===== src/rtl/tdc_pkg.sv =====
// Shared TDC definitions: default widths, result word layout and FSM encoding.
package tdc_pkg;

    localparam int FINE_W_DEF   = 5;
    localparam int COARSE_W_DEF = 4;

    // Result word is {timeout, underflow, interval}
    localparam int RES_W_DEF = 2 + COARSE_W_DEF + FINE_W_DEF;

    function automatic int res_width(input int fine_w, input int coarse_w);
        return 2 + coarse_w + fine_w;
    endfunction

    function automatic int timeout_bit(input int res_w);
        return res_w - 1;
    endfunction

    function automatic int underflow_bit(input int res_w);
        return res_w - 2;
    endfunction

    localparam int TIMEOUT_BIT   = timeout_bit(RES_W_DEF);
    localparam int UNDERFLOW_BIT = underflow_bit(RES_W_DEF);

    localparam logic [1:0] ST_IDLE      = 2'd0;
    localparam logic [1:0] ST_WAIT_STOP = 2'd1;
    localparam logic [1:0] ST_COMPUTE   = 2'd2;
    localparam logic [1:0] ST_PUSH      = 2'd3;

endpackage


===== src/rtl/tdc_readout_if.sv =====
// Measurement input and result stream between TDC front end, readout and serialiser.
interface tdc_readout_if #(
    parameter int FINE_W   = tdc_pkg::FINE_W_DEF,
    parameter int COARSE_W = tdc_pkg::COARSE_W_DEF
);
    localparam int RES_W = tdc_pkg::res_width(FINE_W, COARSE_W);

    logic                start_valid;
    logic [FINE_W-1:0]   start_bin;
    logic                stop_valid;
    logic [FINE_W-1:0]   stop_bin;
    logic [COARSE_W-1:0] coarse_count;
    logic                out_valid;
    logic                out_ready;
    logic [RES_W-1:0]    out_data;

    // Producer of measurements / consumer of results
    modport master (
        output start_valid, start_bin, stop_valid, stop_bin, coarse_count, out_ready,
        input  out_valid, out_data
    );

    // The readout block
    modport slave (
        input  start_valid, start_bin, stop_valid, stop_bin, coarse_count, out_ready,
        output out_valid, out_data
    );

endinterface


===== src/rtl/tdc_sync_fifo.sv =====
// Single-clock FIFO with registered head word; the head appears one cycle after
// the push that fills an empty FIFO. A pop frees a slot for a same-cycle push.
module tdc_sync_fifo #(
    parameter int WIDTH = 8,
    parameter int DEPTH = 4
) (
    input  logic             clk,
    input  logic             rst,
    input  logic             push,
    input  logic [WIDTH-1:0] push_data,
    input  logic             pop,
    output logic             full,
    output logic             empty,
    output logic [WIDTH-1:0] rd_data
);
    localparam int PTR_W = (DEPTH > 1) ? $clog2(DEPTH) : 1;

    logic [WIDTH-1:0] mem [DEPTH];
    logic [PTR_W-1:0] wr_ptr, rd_ptr, rd_ptr_n;
    logic [PTR_W:0]   count, count_n;
    logic             pop_eff, push_eff;
    logic [WIDTH-1:0] head_n;

    assign empty    = (count == '0);
    assign full     = (count == (PTR_W+1)'(DEPTH));
    assign pop_eff  = pop && !empty;
    assign push_eff = push && (!full || pop_eff);
    assign rd_ptr_n = pop_eff ? rd_ptr + 1'b1 : rd_ptr;

    // Next occupancy and next head word, so rd_data can be a plain register
    always_comb begin
        count_n = count;
        case ({push_eff, pop_eff})
            2'b10:   count_n = count + 1'b1;
            2'b01:   count_n = count - 1'b1;
            default: count_n = count;
        endcase
        head_n = '0;
        if (count_n != '0) begin
            if (empty || (count == (PTR_W+1)'(1) && pop_eff))
                head_n = push_data;
            else
                head_n = mem[rd_ptr_n];
        end
    end

    // Storage array; contents are don't-care until written
    always_ff @(posedge clk) begin
        if (push_eff)
            mem[wr_ptr] <= push_data;
    end

    // Pointers, occupancy and registered head
    always_ff @(posedge clk) begin
        if (rst) begin
            wr_ptr  <= '0;
            rd_ptr  <= '0;
            count   <= '0;
            rd_data <= '0;
        end else begin
            if (push_eff)
                wr_ptr <= wr_ptr + 1'b1;
            rd_ptr  <= rd_ptr_n;
            count   <= count_n;
            rd_data <= head_n;
        end
    end

endmodule


===== src/rtl/tdc_readout.sv =====
// TDC readout: captures start/stop fine bins and coarse count, computes the
// interval in fine-bin units with underflow/timeout flags, and queues results.
module tdc_readout
    import tdc_pkg::*;
#(
    parameter int FINE_W      = FINE_W_DEF,
    parameter int COARSE_W    = COARSE_W_DEF,
    parameter int TIMEOUT_CYC = 16,
    parameter int FIFO_DEPTH  = 4,
    parameter int DROP_W      = 16
) (
    input  logic              clk,
    input  logic              rst,
    tdc_readout_if.slave      bus,
    output logic [DROP_W-1:0] drop_count,
    output logic              busy
);
    localparam int IV_W   = COARSE_W + FINE_W;
    localparam int RAW_W  = IV_W + 1;
    localparam int RES_W  = res_width(FINE_W, COARSE_W);
    localparam int TO_BIT = timeout_bit(RES_W);
    localparam int UF_BIT = underflow_bit(RES_W);
    localparam int CNT_W  = (TIMEOUT_CYC > 1) ? $clog2(TIMEOUT_CYC) : 1;

    logic [1:0]          state;
    logic [FINE_W-1:0]   start_q, stop_q;
    logic [COARSE_W-1:0] coarse_q;
    logic                tmo_q;
    logic [CNT_W-1:0]    tmo_cnt;
    logic [RES_W-1:0]    result, result_c;
    logic [RAW_W-1:0]    raw;

    logic                fifo_full, fifo_empty, pop, push, push_ok;
    logic [1:0]          drop_inc;
    logic [DROP_W:0]     drop_sum;

    assign busy = (state != ST_IDLE);

    // Signed difference with one spare bit; the MSB marks stop-before-start
    assign raw = {1'b0, coarse_q, {FINE_W{1'b0}}} + RAW_W'(start_q) - RAW_W'(stop_q);

    // Result word selection; timeout overrides any captured arithmetic
    always_comb begin
        result_c = '0;
        if (tmo_q)
            result_c = {1'b1, 1'b0, {IV_W{1'b1}}};
        else if (raw[RAW_W-1])
            result_c[UF_BIT] = 1'b1;
        else
            result_c[IV_W-1:0] = raw[IV_W-1:0];
    end

    // Measurement FSM: first start wins, stop beats a same-cycle timeout
    always_ff @(posedge clk) begin
        if (rst) begin
            state    <= ST_IDLE;
            start_q  <= '0;
            stop_q   <= '0;
            coarse_q <= '0;
            tmo_q    <= 1'b0;
            tmo_cnt  <= '0;
            result   <= '0;
        end else begin
            case (state)
                ST_IDLE: begin
                    if (bus.start_valid) begin
                        start_q <= bus.start_bin;
                        tmo_cnt <= '0;
                        tmo_q   <= 1'b0;
                        state   <= ST_WAIT_STOP;
                    end
                end
                ST_WAIT_STOP: begin
                    tmo_cnt <= tmo_cnt + 1'b1;
                    if (bus.stop_valid) begin
                        stop_q   <= bus.stop_bin;
                        coarse_q <= bus.coarse_count;
                        state    <= ST_COMPUTE;
                    end else if (tmo_cnt == CNT_W'(TIMEOUT_CYC - 1)) begin
                        tmo_q <= 1'b1;
                        state <= ST_COMPUTE;
                    end
                end
                ST_COMPUTE: begin
                    result <= result_c;
                    state  <= ST_PUSH;
                end
                default: begin
                    state <= ST_IDLE;
                end
            endcase
        end
    end

    assign pop     = bus.out_valid && bus.out_ready;
    assign push    = (state == ST_PUSH);
    assign push_ok = !fifo_full || pop;

    tdc_sync_fifo #(
        .WIDTH (RES_W),
        .DEPTH (FIFO_DEPTH)
    ) u_fifo (
        .clk       (clk),
        .rst       (rst),
        .push      (push),
        .push_data (result),
        .pop       (pop),
        .full      (fifo_full),
        .empty     (fifo_empty),
        .rd_data   (bus.out_data)
    );

    assign bus.out_valid = !fifo_empty;

    // A busy-time start and a full-FIFO push can coincide, so up to two drops per cycle
    assign drop_inc = {1'b0, bus.start_valid && (state == ST_COMPUTE || state == ST_PUSH)}
                    + {1'b0, push && !push_ok};
    assign drop_sum = {1'b0, drop_count} + (DROP_W+1)'(drop_inc);

    // Saturating lost-event counter
    always_ff @(posedge clk) begin
        if (rst)
            drop_count <= '0;
        else if (drop_inc != 2'd0)
            drop_count <= drop_sum[DROP_W] ? {DROP_W{1'b1}} : drop_sum[DROP_W-1:0];
    end

endmodule


===== src/flat_wrapper.sv =====
// flat-port wrapper written by rule: the top's interface ports become plain ports
module tdc_readout_flat import tdc_pkg::*;
#(
    parameter int FINE_W      = FINE_W_DEF,
    parameter int COARSE_W    = COARSE_W_DEF,
    parameter int TIMEOUT_CYC = 16,
    parameter int FIFO_DEPTH  = 4,
    parameter int DROP_W      = 16
)
  (clk, rst, drop_count, busy, bus_start_valid, bus_start_bin, bus_stop_valid, bus_stop_bin, bus_coarse_count, bus_out_ready, bus_out_valid, bus_out_data);
  tdc_readout_if #(.FINE_W(FINE_W), .COARSE_W(COARSE_W)) bus_i ();
  input  logic clk;
  input  logic rst;
  output logic [DROP_W-1:0] drop_count;
  output logic busy;
  input wire logic [$bits(bus_i.start_valid)-1:0] bus_start_valid;
  input wire logic [$bits(bus_i.start_bin)-1:0] bus_start_bin;
  input wire logic [$bits(bus_i.stop_valid)-1:0] bus_stop_valid;
  input wire logic [$bits(bus_i.stop_bin)-1:0] bus_stop_bin;
  input wire logic [$bits(bus_i.coarse_count)-1:0] bus_coarse_count;
  input wire logic [$bits(bus_i.out_ready)-1:0] bus_out_ready;
  output wire logic [$bits(bus_i.out_valid)-1:0] bus_out_valid;
  output wire logic [$bits(bus_i.out_data)-1:0] bus_out_data;
  assign bus_i.start_valid = bus_start_valid;
  assign bus_i.start_bin = bus_start_bin;
  assign bus_i.stop_valid = bus_stop_valid;
  assign bus_i.stop_bin = bus_stop_bin;
  assign bus_i.coarse_count = bus_coarse_count;
  assign bus_i.out_ready = bus_out_ready;
  assign bus_out_valid = bus_i.out_valid;
  assign bus_out_data = bus_i.out_data;
  tdc_readout #(.FINE_W(FINE_W), .COARSE_W(COARSE_W), .TIMEOUT_CYC(TIMEOUT_CYC), .FIFO_DEPTH(FIFO_DEPTH), .DROP_W(DROP_W)) u_core (.clk(clk), .rst(rst), .bus(bus_i), .drop_count(drop_count), .busy(busy));
endmodule

===== config.mk =====
export PLATFORM = sky130hd
export DESIGN_NAME = tdc_readout_flat
export DESIGN_NICKNAME = d
export VERILOG_FILES = /design/src/rtl/tdc_pkg.sv /design/src/rtl/tdc_readout_if.sv /design/src/rtl/tdc_sync_fifo.sv /design/src/rtl/tdc_readout.sv /design/src/flat_wrapper.sv
export SDC_FILE = /design/constraint.sdc
export NUM_CORES = 1
export LEC_CHECK = 0
export ABC_AREA = 0
export CORE_UTILIZATION = 40
export DETAILED_ROUTE_END_ITERATION = 16
export PLACE_DENSITY = 0.69
export SKIP_CTS_REPAIR_TIMING = 1
export SYNTH_ARGS = -nofsm -noshare
export SYNTH_HDL_FRONTEND = slang
export SYNTH_HIERARCHICAL = 1
export SYNTH_SLANG_ARGS = --single-unit

===== constraint.sdc =====
create_clock -name clk -period 3.8 [get_ports clk]
set_clock_uncertainty 0.1 [all_clocks]
set_input_delay 0.57 -clock clk [delete_from_list [all_inputs] [get_ports clk]]
set_output_delay 0.57 -clock clk [all_outputs]
set_load 0.02 [all_outputs]

==> impl_metrics.toml, run 1 <==
[hold_path]
holdCritPathClass = "reg2reg"

[timing]
setup_slack_ns = 0.351
tns_ns = 0
maxSlewHeadroom_pct = 33.8
final-setup-viol-count = 0
drv_slew = 0
tightest_slew_ns = 0.988
hold_ws_ns = 0.360
hold_viol = 0
fin_crit_ns = 3.45
finalCritPeriodShare_pct = 90.8
max_freq_mhz = 290
rsz0062_at_grt = "no"

[floorplan]
die_h_microns = 116
dieWidth_microns = 116
start_util_pct = 41.0
core_area_sq_um = 12600
io_pins = 48
fp.dieArea_sq_um = 13400
row_count = 41

[synthesis]
synth-main-ff-cell = "dfxtp_1"
synth_fa_ha_area_share_pct = 6.10
synth_compound_area_share_pct = 14.1
synth_xor_area_share_pct = 3.90
synth_edf_count = 44
synth_top_area_cell = "dfxtp_1"
async_flop_share_pct = 0
synthCells = 494
ys_warn_count = 6
synth_mux_area_share_pct = 4.23
synth_top_area_share_pct = 25.6
yosysUniqueCellTypes = 62
synth-seq-area-share_pct = 51.1
ys_ff_latch = 110
synth_top_family_by_area = "simple AND/OR/NAND/NOR gates"
synthSimpleGateAreaFrac_pct = 16.0
syn_nets = 537
synth_area_sq_um = 5170
synthTopCellsByArea = "dfxtp_1 26%, edfxtp_1 26%, ha_1 5.3%"
syn_area_per_cell_sq_um = 10.5

[clocking]
numCtsBuffers = 9
cts_max_level = 3
worstSkewPairLatency_ns = 0.34
clockBufferDepth = 2
cts_root_buf = "clkbuf_16"
clk_pin_slew_ns = 0.08
cts_tree = "built"
clock-sinks = 110

[placement]
dp_slack_ns = 0.375
dp_hpwl_mm = 6.79
io_buffers = 47
routabilityCongestion = 0.798
placedCellCount = 691

[finish]
drive_gt1_share_pct = 8.97
postLayoutCoreUtil_pct = 47.9
num-fill-cells = 1169
instances_no_fill = 707
syn_to_final_growth_pct = 17.0
antenna_cells = 0
nNetsFinal = 573

[critical_path]
worstSetupStartpointType = "flip-flop"
worstPathMaxFanout = 13
critical_path_arrival_ns = 3.62
crit_required_ns = 3.97
endpoint_kind = "flip-flop"
crit_type = "reg2reg"
reg2reg_setup_slack_ns = 0.35

[global_route]
grt_pass1_wl_mm = 16.4
gr-usage-all-layers_pct = 15.4
antenna_found_initial = 0
grt_pass1_vias = 3454
grt_overflow = 0
grt_max_degree = 54

[detailed_routing]
viasPerCell = 5.04
drc = 0
drt-pass1-iter-count = 4
via_count = 3561
ant_nets = 0
wl_per_cell_microns = 13.7
first_iter_violations = 169
wl_mm = 9.69

[pwr]
p_per_area_nw_per_um2 = 482
p_leak_nw = 2.22
ir_drop_v = 0.000280

[flow_run]
cap_violations = 0

[status]
outcome = "finished, final reports clean"
[kinds of logic (layout without fill, tap and decap cells)]
| group | after synthesis | in the layout |
|---|---|---|
| xor gates and xnor gates | 23 | 23 |
| muxes | 17 | 17 |
| DFF | 110 | 110 |
| AOI/OAI and AO/OA | 111 | 111 |
| buffers and inverters | 53 | 94 |
| and+or+nand+nor | 156 | 156 |
| adders and majority gates | 24 | 24 |
[cell type report]
| class | instances | area, sq um | area share (%) |
|---|---|---|---|
| clock buffers | 9 | 225 | 3.72 |
| flip-flops and latches | 110 | 2640 | 43.7 |
| inverters | 27 | 101 | 1.68 |
| well taps | 172 | 215 | 3.56 |
| multi-input cells | 331 | 2290 | 37.9 |
| repair buffers | 51 | 495 | 8.19 |
| clock inverters | 7 | 77.6 | 1.28 |
[path summary, 6_finish.rpt]
| path | to | cells after the start | from |
|---|---|---|---|
| max | u_core/drop_count[11] | 15 | u_core/u_fifo/count[1] |
| min | u_core/start_q[3] | 2 | u_core/start_q[3] |
| min reg2reg | u_core/start_q[3] | 2 | u_core/start_q[3] |
| max reg2reg | u_core/drop_count[11] | 15 | u_core/u_fifo/count[1] |
[synth_stat cells (3+ instances only)]
master,count
inv_1,27
o21a_1,4
a21oi_1,40
a31oi_1,15
o22ai_1,3
nor2b_1,10
clkbuf_1,16
o311a_1,12
buf_6,4
nand3_1,25
nand2_1,34
nand2b_1,10
mux2i_1,5
and2_1,6
dfxtp_1,66
nand4_1,3
ha_1,22
and3_1,4
nor2_1,43
edfxtp_1,44
o21ai_0,17
xor2_1,8
buf_2,4
mux2_4,9
xnor2_1,15
mux2_2,3
[metal layers]
layer | global-route usage [%] | part of all wire (%) | vias to the layer above
met3 | 2.35 | 2.9 | 11
met2 | 25.5 | 47 | 59
met5 | 0 | 0 | -
met1 | 20.6 | 48 | 1659
met4 | 5.38 | 1.3 | 0
li1 | - | - | 1832
[sequential cells by signal, summed over array words and instances (netlist names)]
signal                 flops
u_core/u_fifo/mem         44
u_core/drop_count         16
u_core/result             11
u_core/u_fifo/rd_data     11
u_core/start_q             5
u_core/stop_q              5
u_core/coarse_q            4
u_core/tmo_cnt             4
u_core/u_fifo/count        3
u_core/state               2
u_core/u_fifo/rd_ptr       2
u_core/u_fifo/wr_ptr       2
u_core/tmo_q               1
[placed cells by master, fill, tap and decap left out, types with 3 or more instances in the layout]
cell type / n
nor2_1: 43
a21oi_1: 40
nand4_1: 3
xor2_1: 8
clkbuf_16: 9
mux2i_1: 5
nand2_1: 34
and2_1: 6
edfxtp_1: 44
ha_1: 22
dfxtp_1: 66
mux2_4: 9
o21a_1: 4
o22ai_1: 3
o311a_1: 12
mux2_2: 3
a31oi_1: 15
nand3_1: 25
xnor2_1: 15
buf_4: 4
nand2b_1: 10
o21ai_0: 17
inv_1: 27
and3_1: 4
nor2b_1: 10
clkdlybuf4s50_1: 46
[report_power, final]
part           total (mW)  internal, mW  switching (mW)
logic               0.615         0.263           0.352
clock network       0.926         0.469           0.457
registers            1.37          1.31          0.0636
total                2.92          2.04           0.873
[worst max-delay path: stages (launching register included)]
cell and delay, ns:
dfxtp_1 0.46, inv_1 0.12, ha_1 0.30, nor2b_4 0.19, inv_1 0.09, nand2_1 0.07
nand3_1 0.10, inv_1 0.06, ha_1 0.27, ha_1 0.16, inv_1 0.06, fa_1 0.38
nor2_2 0.22, nand4_4 0.16, or3_4 0.49, a21oi_1 0.16
[metrics by stage]
step	cell area, sq um	power (mW)
after global placement	5750	1.99
after detailed placement	5750	2.01
after global routing	6050	3.07
after floorplan	5170	1.85
after CTS	6050	2.95
final	6050	2.92
Power figures use the tool's default switching activity.
==> run 2, diff against run 1 <==
Settings changed: CORE_MARGIN set to 2.
==> run 2 against run 1 <==
Net effect: sequential power barely moved; flip-flop and latch count is the same; critical path type unchanged; critical endpoint is now u_core/drop_count[0]; worst setup slack worse by 0.041 ns; via count grew 2.0%.
==> impl_metrics.toml, run 2 (synthesized netlist as in run 1, its figures left out) <==
[status]
outcome = "finished, final reports clean"

[finish]
top_register = "u_core/u_fifo/mem"
layout_commonest_cell = "dfxtp_1"
postLayoutCoreUtil_pct = 47.8
antenna_cells = 0
largest_reg_flops = 44
final_cell_mix = "66 x dfxtp_1, 46 x clkdlybuf4s50_1, 44 x edfxtp_1"
drive_gt1_share_pct = 8.79
reg.largest.list = "u_core/u_fifo/mem x44, u_core/drop_count x16"
syn_to_final_growth_pct = 16.6
nNetsFinal = 573

[critical_path]
reg2reg_depth = 15
crit_slowest_cell = "or3_4"
worstPathCellList = "inv_1 > ha_1 > nor2b_4 > inv_1 > nand2_1 > nand3_1 > inv_1 > ha_1 > ha_1 > inv_1 > fa_1 > nor2_2 > nand4_4 > or3_4 > a21oi_1"
worstPathMaxFanout = 13
endpoint_kind = "flip-flop"
worst_path_most_repeated_cell = "inv_1"
max_stage_delay_ns = 0.49
worstSetupStartpointType = "flip-flop"
crit_required_ns = 3.96
crit_type = "reg2reg"
critical_path_arrival_ns = 3.65

[timing]
final-setup-viol-count = 0
tightest_slew_ns = 0.983
finalCritPeriodShare_pct = 91.9
max_freq_mhz = 286
drv_slew = 0
tns_ns = 0
hold_ws_ns = 0.360
hold_viol = 0
fin_crit_ns = 3.49
rsz0062_at_grt = "no"
maxSlewHeadroom_pct = 34.1

[hold_path]
holdCritPathClass = "reg2reg"
holdPathStages = 2

[placement]
routabilityCongestion = 0.785
dp_hpwl_mm = 7.02
io_buffers = 47

[flow_run]
cap_violations = 0

[floorplan]
row_count = 41
core_area_sq_um = 12600
die_h_microns = 118
io_pins = 48
fp.dieArea_sq_um = 13900
dieWidth_microns = 118
start_util_pct = 41.0

[pwr]
p_switching_uw = 842
p_per_area_nw_per_um2 = 477
p_comb_share_pct = 21.1
clkPwrFrac_pct = 31.0
p_leak_nw = 2.21
switching_share_pct = 29.3
power.internal_mw = 2.03
ir_drop_v = 0.000236
power_frac_seq_pct = 47.9

[clocking]
clockBufferDepth = 2
cts_root_buf = "clkbuf_16"
cts_max_level = 3
cts_tree = "built"
clk_pin_slew_ns = 0.07
worstSkewPairLatency_ns = 0.34
numCtsBuffers = 9
clock-sinks = 110

[detailed_routing]
drt-pass1-iter-count = 4
via_count = 3631
wl_per_cell_microns = 13.9
ant_nets = 0
first_iter_violations = 166
viasPerCell = 5.14
drc = 0
wl_mm = 9.80

[global_route]
grt_overflow = 0
grt_pass1_vias = 3554
gr-usage-all-layers_pct = 14.6
antenna_found_initial = 0
grt_pass1_wl_mm = 16.8
grt_max_degree = 54
-- run 2: cell count changes in the layout (fill, tap and decap cells not counted) --
cell	before	now
inv_8	2	1
clkinvlp_2	1	0
clkbuf_1	0	1
clkinv_8	2	0
clkinv_4	0	2
clkinvlp_4	0	1
-- run 2: stage by stage --
stage | power, mW | cell area, sq um | instances | setup slack [ns]
6_report | 2.87 | 6030 | 707 | 0.309
5_1_grt | 3.04 | 6030 | 707 | 0.0705
4_1_cts | 2.91 | 6030 | 707 | 0.302
3_5_place_dp | 2.00 | 5750 | 691 | 0.325
3_3_place_gp | 1.99 | 5750 | 691 | 0.503
2_1_floorplan | 1.85 | 5170 | 494 | 0.404
-- run 2: cell type report --
type	count	area, sq um
flip-flops and latches	110	2640
inverters	27	101
repair buffers	51	495
fillers	1211	6590
clock inverters	6	53.8
multi-input cells	331	2290
well taps	172	215
clock buffers	10	229
-- run 2: layer usage --
layer  wire length [microns]  part of all wire (%)  global-route usage [%]
met3                     412                   4.2                    3.54
met5                       0                     0                       0
met2                    4760                    49                    24.5
met4                      42                  0.43                    4.44
met1                    4580                    47                    18.6
-- run 2: power groups by stage --
| stage | clock [mW] | sequential (mW) | combinational [mW] |
|---|---|---|---|
| floorplan | 0 | 1.38 | 0.471 |
| global placement | 0 | 1.40 | 0.590 |
| detailed placement | 0 | 1.40 | 0.600 |
| CTS | 0.923 | 1.38 | 0.607 |
| global route | 0.972 | 1.39 | 0.682 |
| finish | 0.892 | 1.38 | 0.606 |
-- run 2: path summary, 6_finish.rpt --
check / slack [ns] / start / end
worst max-delay path: 0.31 / u_core/u_fifo/count[1] / u_core/drop_count[0]
worst min-delay path: 0.36 / u_core/stop_q[4] / u_core/stop_q[4]
worst max register to register: 0.31 / u_core/u_fifo/count[1] / u_core/drop_count[0]
worst min register to register: 0.36 / u_core/stop_q[4] / u_core/stop_q[4]
-- run 2: worst max-delay path: cells and delay by family, from the launching register on --
| family | cells | cell delay, ns |
|---|---|---|
| AND/OR/NAND/NOR | 6 | 1.26 |
| adder cells (fa/ha/maj) | 4 | 1.11 |
| flip-flops | 1 | 0.47 |
| buffers and inverters | 4 | 0.33 |
| AO/OA/AOI/OAI | 1 | 0.16 |
==> variant 1: new RTL, settings of run 1 <==
Change the package constant `COARSE_W_DEF` from 4 to 6.
--- a/src/rtl/tdc_pkg.sv
+++ b/src/rtl/tdc_pkg.sv
@@ -4,3 +4,3 @@
     localparam int FINE_W_DEF   = 5;
-    localparam int COARSE_W_DEF = 4;
+    localparam int COARSE_W_DEF = 6;
 
Ports: changed (resized bus_coarse_count and bus_out_data); port bits go from 48 to 52. The function was not compared with the original's and may differ.
==> variant 1 against run 1 <==
  * Routed wire length grew 55%
  * Sequential power grew 22%
  * Area after synthesis grew 26%
  * Synthesized cell count grew 36%
  * Final area grew 26%
  * Setup slack lost 74 ps
  * Maximum frequency shrank 2.1%
  * Sequential cell count grew 14
  * First-iteration DRC count grew 47%
  * Power grew 34%
==> variant 1: results <==
export IMPL_drtIter0Drc=249
export IMPL_io_buffers=51
export IMPL_worstPathMaxFanout=28
export IMPL_drive_gt1_frac=0.0931
export IMPL_top_regs="u_core/u_fifo/mem: 52 flops, u_core/drop_count: 16 flops"
export IMPL_grt_first_pass_wirelength_mm=24.7
export IMPL_grt_max_degree=69
export IMPL_p_leak_nw=2.67
export IMPL_syn_inst=672
export IMPL_pre_cts_ws_ps=120
export IMPL_muxShareOfSynthArea=0.0109
export IMPL_finish_utilization=0.480
export IMPL_insertion_delay_ps=420
export IMPL_via_per_inst=5.47
export IMPL_fin_cells=936
export IMPL_crit_slowest_cell="or3b_4"
export IMPL_pg_seq_mw=1.67
export IMPL_ys_seq_area_frac=0.461
export IMPL_drt_total_wl_mm=15.0
export IMPL_peakVddDrop_v=0.000330
export IMPL_synthTopCellsByArea="edfxtp_1 (24%), dfxtp_1 (22%), nand2_1 (5.4%), ha_1 (4.4%), a21oi_1 (4.0%)"
export IMPL_arrival_ps=3770
export IMPL_p_sw_mw=1.13
export IMPL_synth_xor_area_share=0.0255
export IMPL_synth_compound_area_share=0.213
export IMPL_grt_usage=0.190
export IMPL_p_comb_mw=0.734
export IMPL_outcome="completed"
variant 1: cell count changes in the layout (fill, tap and decap cells not counted), sizes merged, moves of 12 or more:
cell / before / now
a2111o: 0 / 13
a211oi: 2 / 20
o21ai: 18 / 37
nand3: 25 / 13
clkbuf: 9 / 21
o22ai: 3 / 15
nand2: 34 / 95
a21boi: 1 / 39
o311a: 12 / 0
variant 1: layout make-up:
cell class | count | share of cell area
Clock inverter | 11 | 0.0133
Inverter | 29 | 0.0146
Tap cell | 216 | 0.0354
Multi-Input combinational cell | 475 | 0.410
Timing Repair Buffer | 60 | 0.0751
Clock buffer | 21 | 0.0577
Sequential cell | 124 | 0.394
variant 1: layer usage:
| metal | GRT usage | part of all wire |
|---|---|---|
| met4 | 0.0889 | 0.022 |
| met1 | 0.233 | 0.44 |
| met5 | 0 | 0 |
| met2 | 0.319 | 0.49 |
| met3 | 0.0413 | 0.050 |
variant 1: tightest hold or removal path: stages, from the launching register on:
cell     delay, ps
dfxtp_1        310
nand2_1         50
a21oi_1         50
variant 1: worst paths after layout:
check | start | endpoint | slack (ps) | cells after the start
worst max-delay path | u_core/u_fifo/count[1] | u_core/drop_count[8] | 280 | 16
worst min-delay path | u_core/start_q[0] | u_core/start_q[0] | 360 | 2
worst max register to register | u_core/u_fifo/count[1] | u_core/drop_count[8] | 280 | 16
worst min register to register | u_core/start_q[0] | u_core/start_q[0] | 360 | 2
variant 1: kinds of logic (layout without fill, tap and decap cells):
family / count (synthesis) / count (layout)
buf+inv: 73 / 121
mux: 7 / 7
compound gates: 201 / 201
simple gates: 223 / 223
flops: 124 / 124
xor+xnor: 19 / 19
fa+ha+maj: 25 / 25
==> variant 2: new RTL, config.mk and constraints of run 1 <==
Without the edit above. `rd_data` no longer has a reset.
--- a/src/rtl/tdc_sync_fifo.sv
+++ b/src/rtl/tdc_sync_fifo.sv
@@ -58,3 +58,2 @@
             count   <= '0;
-            rd_data <= '0;
         end else begin
@@ -64,4 +63,7 @@
             count   <= count_n;
-            rd_data <= head_n;
         end
+    end
+
+    always_ff @(posedge clk) begin
+        rd_data <= head_n;
     end
Formal check against the unedited RTL: differs if rst is asserted again (counterexample within 10 cycles, from zero or initial values and one cycle with rst high); with rst held inactive, the same outputs for 10 cycles.
==> variant 2 against run 1 <==
  * Largest power group unchanged
  * Setup slack improved by 18 ps
  * Sequential cell count did not move
  * Final area rose by 7.8%
  * Die area rose by 9.9%
  * Routed wire length rose by 31%
  * Power fell by 2.4%
  * Highest routed layer unchanged
  * Area after synthesis rose by 10%
  * Hold slack improved by 5.3 ps
  * Maximum frequency rose by 0.51%
==> variant 2: results <==
export IMPL_cts_buffers=9
export IMPL_fin_nets=663
export IMPL_synthTopCellsByArea="dfxtp_1 (23%), edfxtp_1 (23%), nand2_1 (5.2%), ha_1 (4.8%), a21oi_1 (4.5%)"
export IMPL_dr_pass1_iters=5
export IMPL_ys_seq_area_frac=0.464
export IMPL_drive_gt1_frac=0.0848
export IMPL_pre_cts_ws_ps=359
export IMPL_reg2regPathDepth=16
export IMPL_tightest_slew_ps=873
export IMPL_period_minus_slack_ps=3430
export IMPL_crit_start="u_core/u_fifo/count[1]"
export IMPL_drt_total_wl_mm=12.7
export IMPL_outcome="completed"
export IMPL_synth_top_cells_by_count="nand2_1 (79), dfxtp_1 (66), a21oi_1 (51)"
export IMPL_routabilityCongestion=0.790
export IMPL_cts_clk_slew_worst_paths_ps=70
export IMPL_grt_usage=0.185
export IMPL_fillers=1304
export IMPL_critPathKind="reg2reg"
export IMPL_seq_area_um2=2640
export IMPL_grt_max_degree=36
export IMPL_drtIter0Drc=332
export IMPL_insertedDiodeCount=0
export IMPL_post_dp_cell_area_um2=6250
export IMPL_peakVddDrop_v=0.000294
export IMPL_dpl_hpwl_mm=8.55
export IMPL_worst_hold_path_endpoint="u_core/stop_q[3]"
export IMPL_insertion_delay_ps=350
export IMPL_min_from="u_core/stop_q[3]"
export IMPL_grt_first_pass_wirelength_mm=21.1
export IMPL_p_leak_nw=2.25
export IMPL_synth_nets=633
export IMPL_ys_types=67
export IMPL_cts_path_max_buffers=2
export IMPL_p_sw_mw=0.839
export IMPL_r2r_end="u_core/drop_count[4]"
export IMPL_r2r_slack_ps=370
export IMPL_dr_total_vias=4342
-- variant 2: cell count changes in the layout (fill, tap and decap cells not counted), sizes merged, moves of 11 or more --
cell    delta
a21oi     +11
a31oi     -11
nor2      -14
nand2     +45
mux2      -11
a2111o    +11
o311a     -11
o22ai     +11
a21boi    +35
-- variant 2: cell families (layout without fill, tap and decap cells) --
kind of cell | Yosys count | after routing | share of synthesized area
adder cells (fa/ha/maj) | 25 | 25 | 0.0574
AO/OA/AOI/OAI | 174 | 174 | 0.212
multiplexers | 6 | 6 | 0.0108
flip-flops | 110 | 110 | 0.464
AND/OR/NAND/NOR | 189 | 189 | 0.170
XOR/XNOR | 23 | 23 | 0.0354
buffers and inverters | 63 | 98 | 0.0504
-- variant 2: power groups by stage --
stage | Clock (mW) | Sequential [mW] | Combinational (mW)
after floorplan | 0 | 1.38 | 0.456
after global placement | 0 | 1.40 | 0.578
after detailed placement | 0 | 1.41 | 0.590
after CTS | 0.897 | 1.38 | 0.595
after global routing | 0.946 | 1.39 | 0.674
final | 0.874 | 1.38 | 0.594
-- variant 2: final cells by class --
class / count / share of cell area
Clock inverter: 6 / 0.00557
Tap cell: 180 / 0.0345
Inverter: 28 / 0.0165
Clock buffer: 10 / 0.0351
Sequential cell: 110 / 0.405
Timing Repair Buffer: 54 / 0.0794
Multi-Input combinational cell: 417 / 0.424
-- variant 2: metrics by stage --
| step | cells | hold WS, ps |
|---|---|---|
| 6_report | 805 | 365 |
| 5_1_grt | 805 | 396 |
| 4_1_cts | 805 | 366 |
| 3_5_place_dp | 789 | 356 |
| 3_3_place_gp | 789 | 349 |
| 2_1_floorplan | 590 | 336 |
-- variant 2: layer usage --
metal / routed length [um] / GRT usage
met5: 0 / 0
met3: 590 / 0.0357
met1: 5650 / 0.233
met4: 212 / 0.0748
met2: 6270 / 0.310
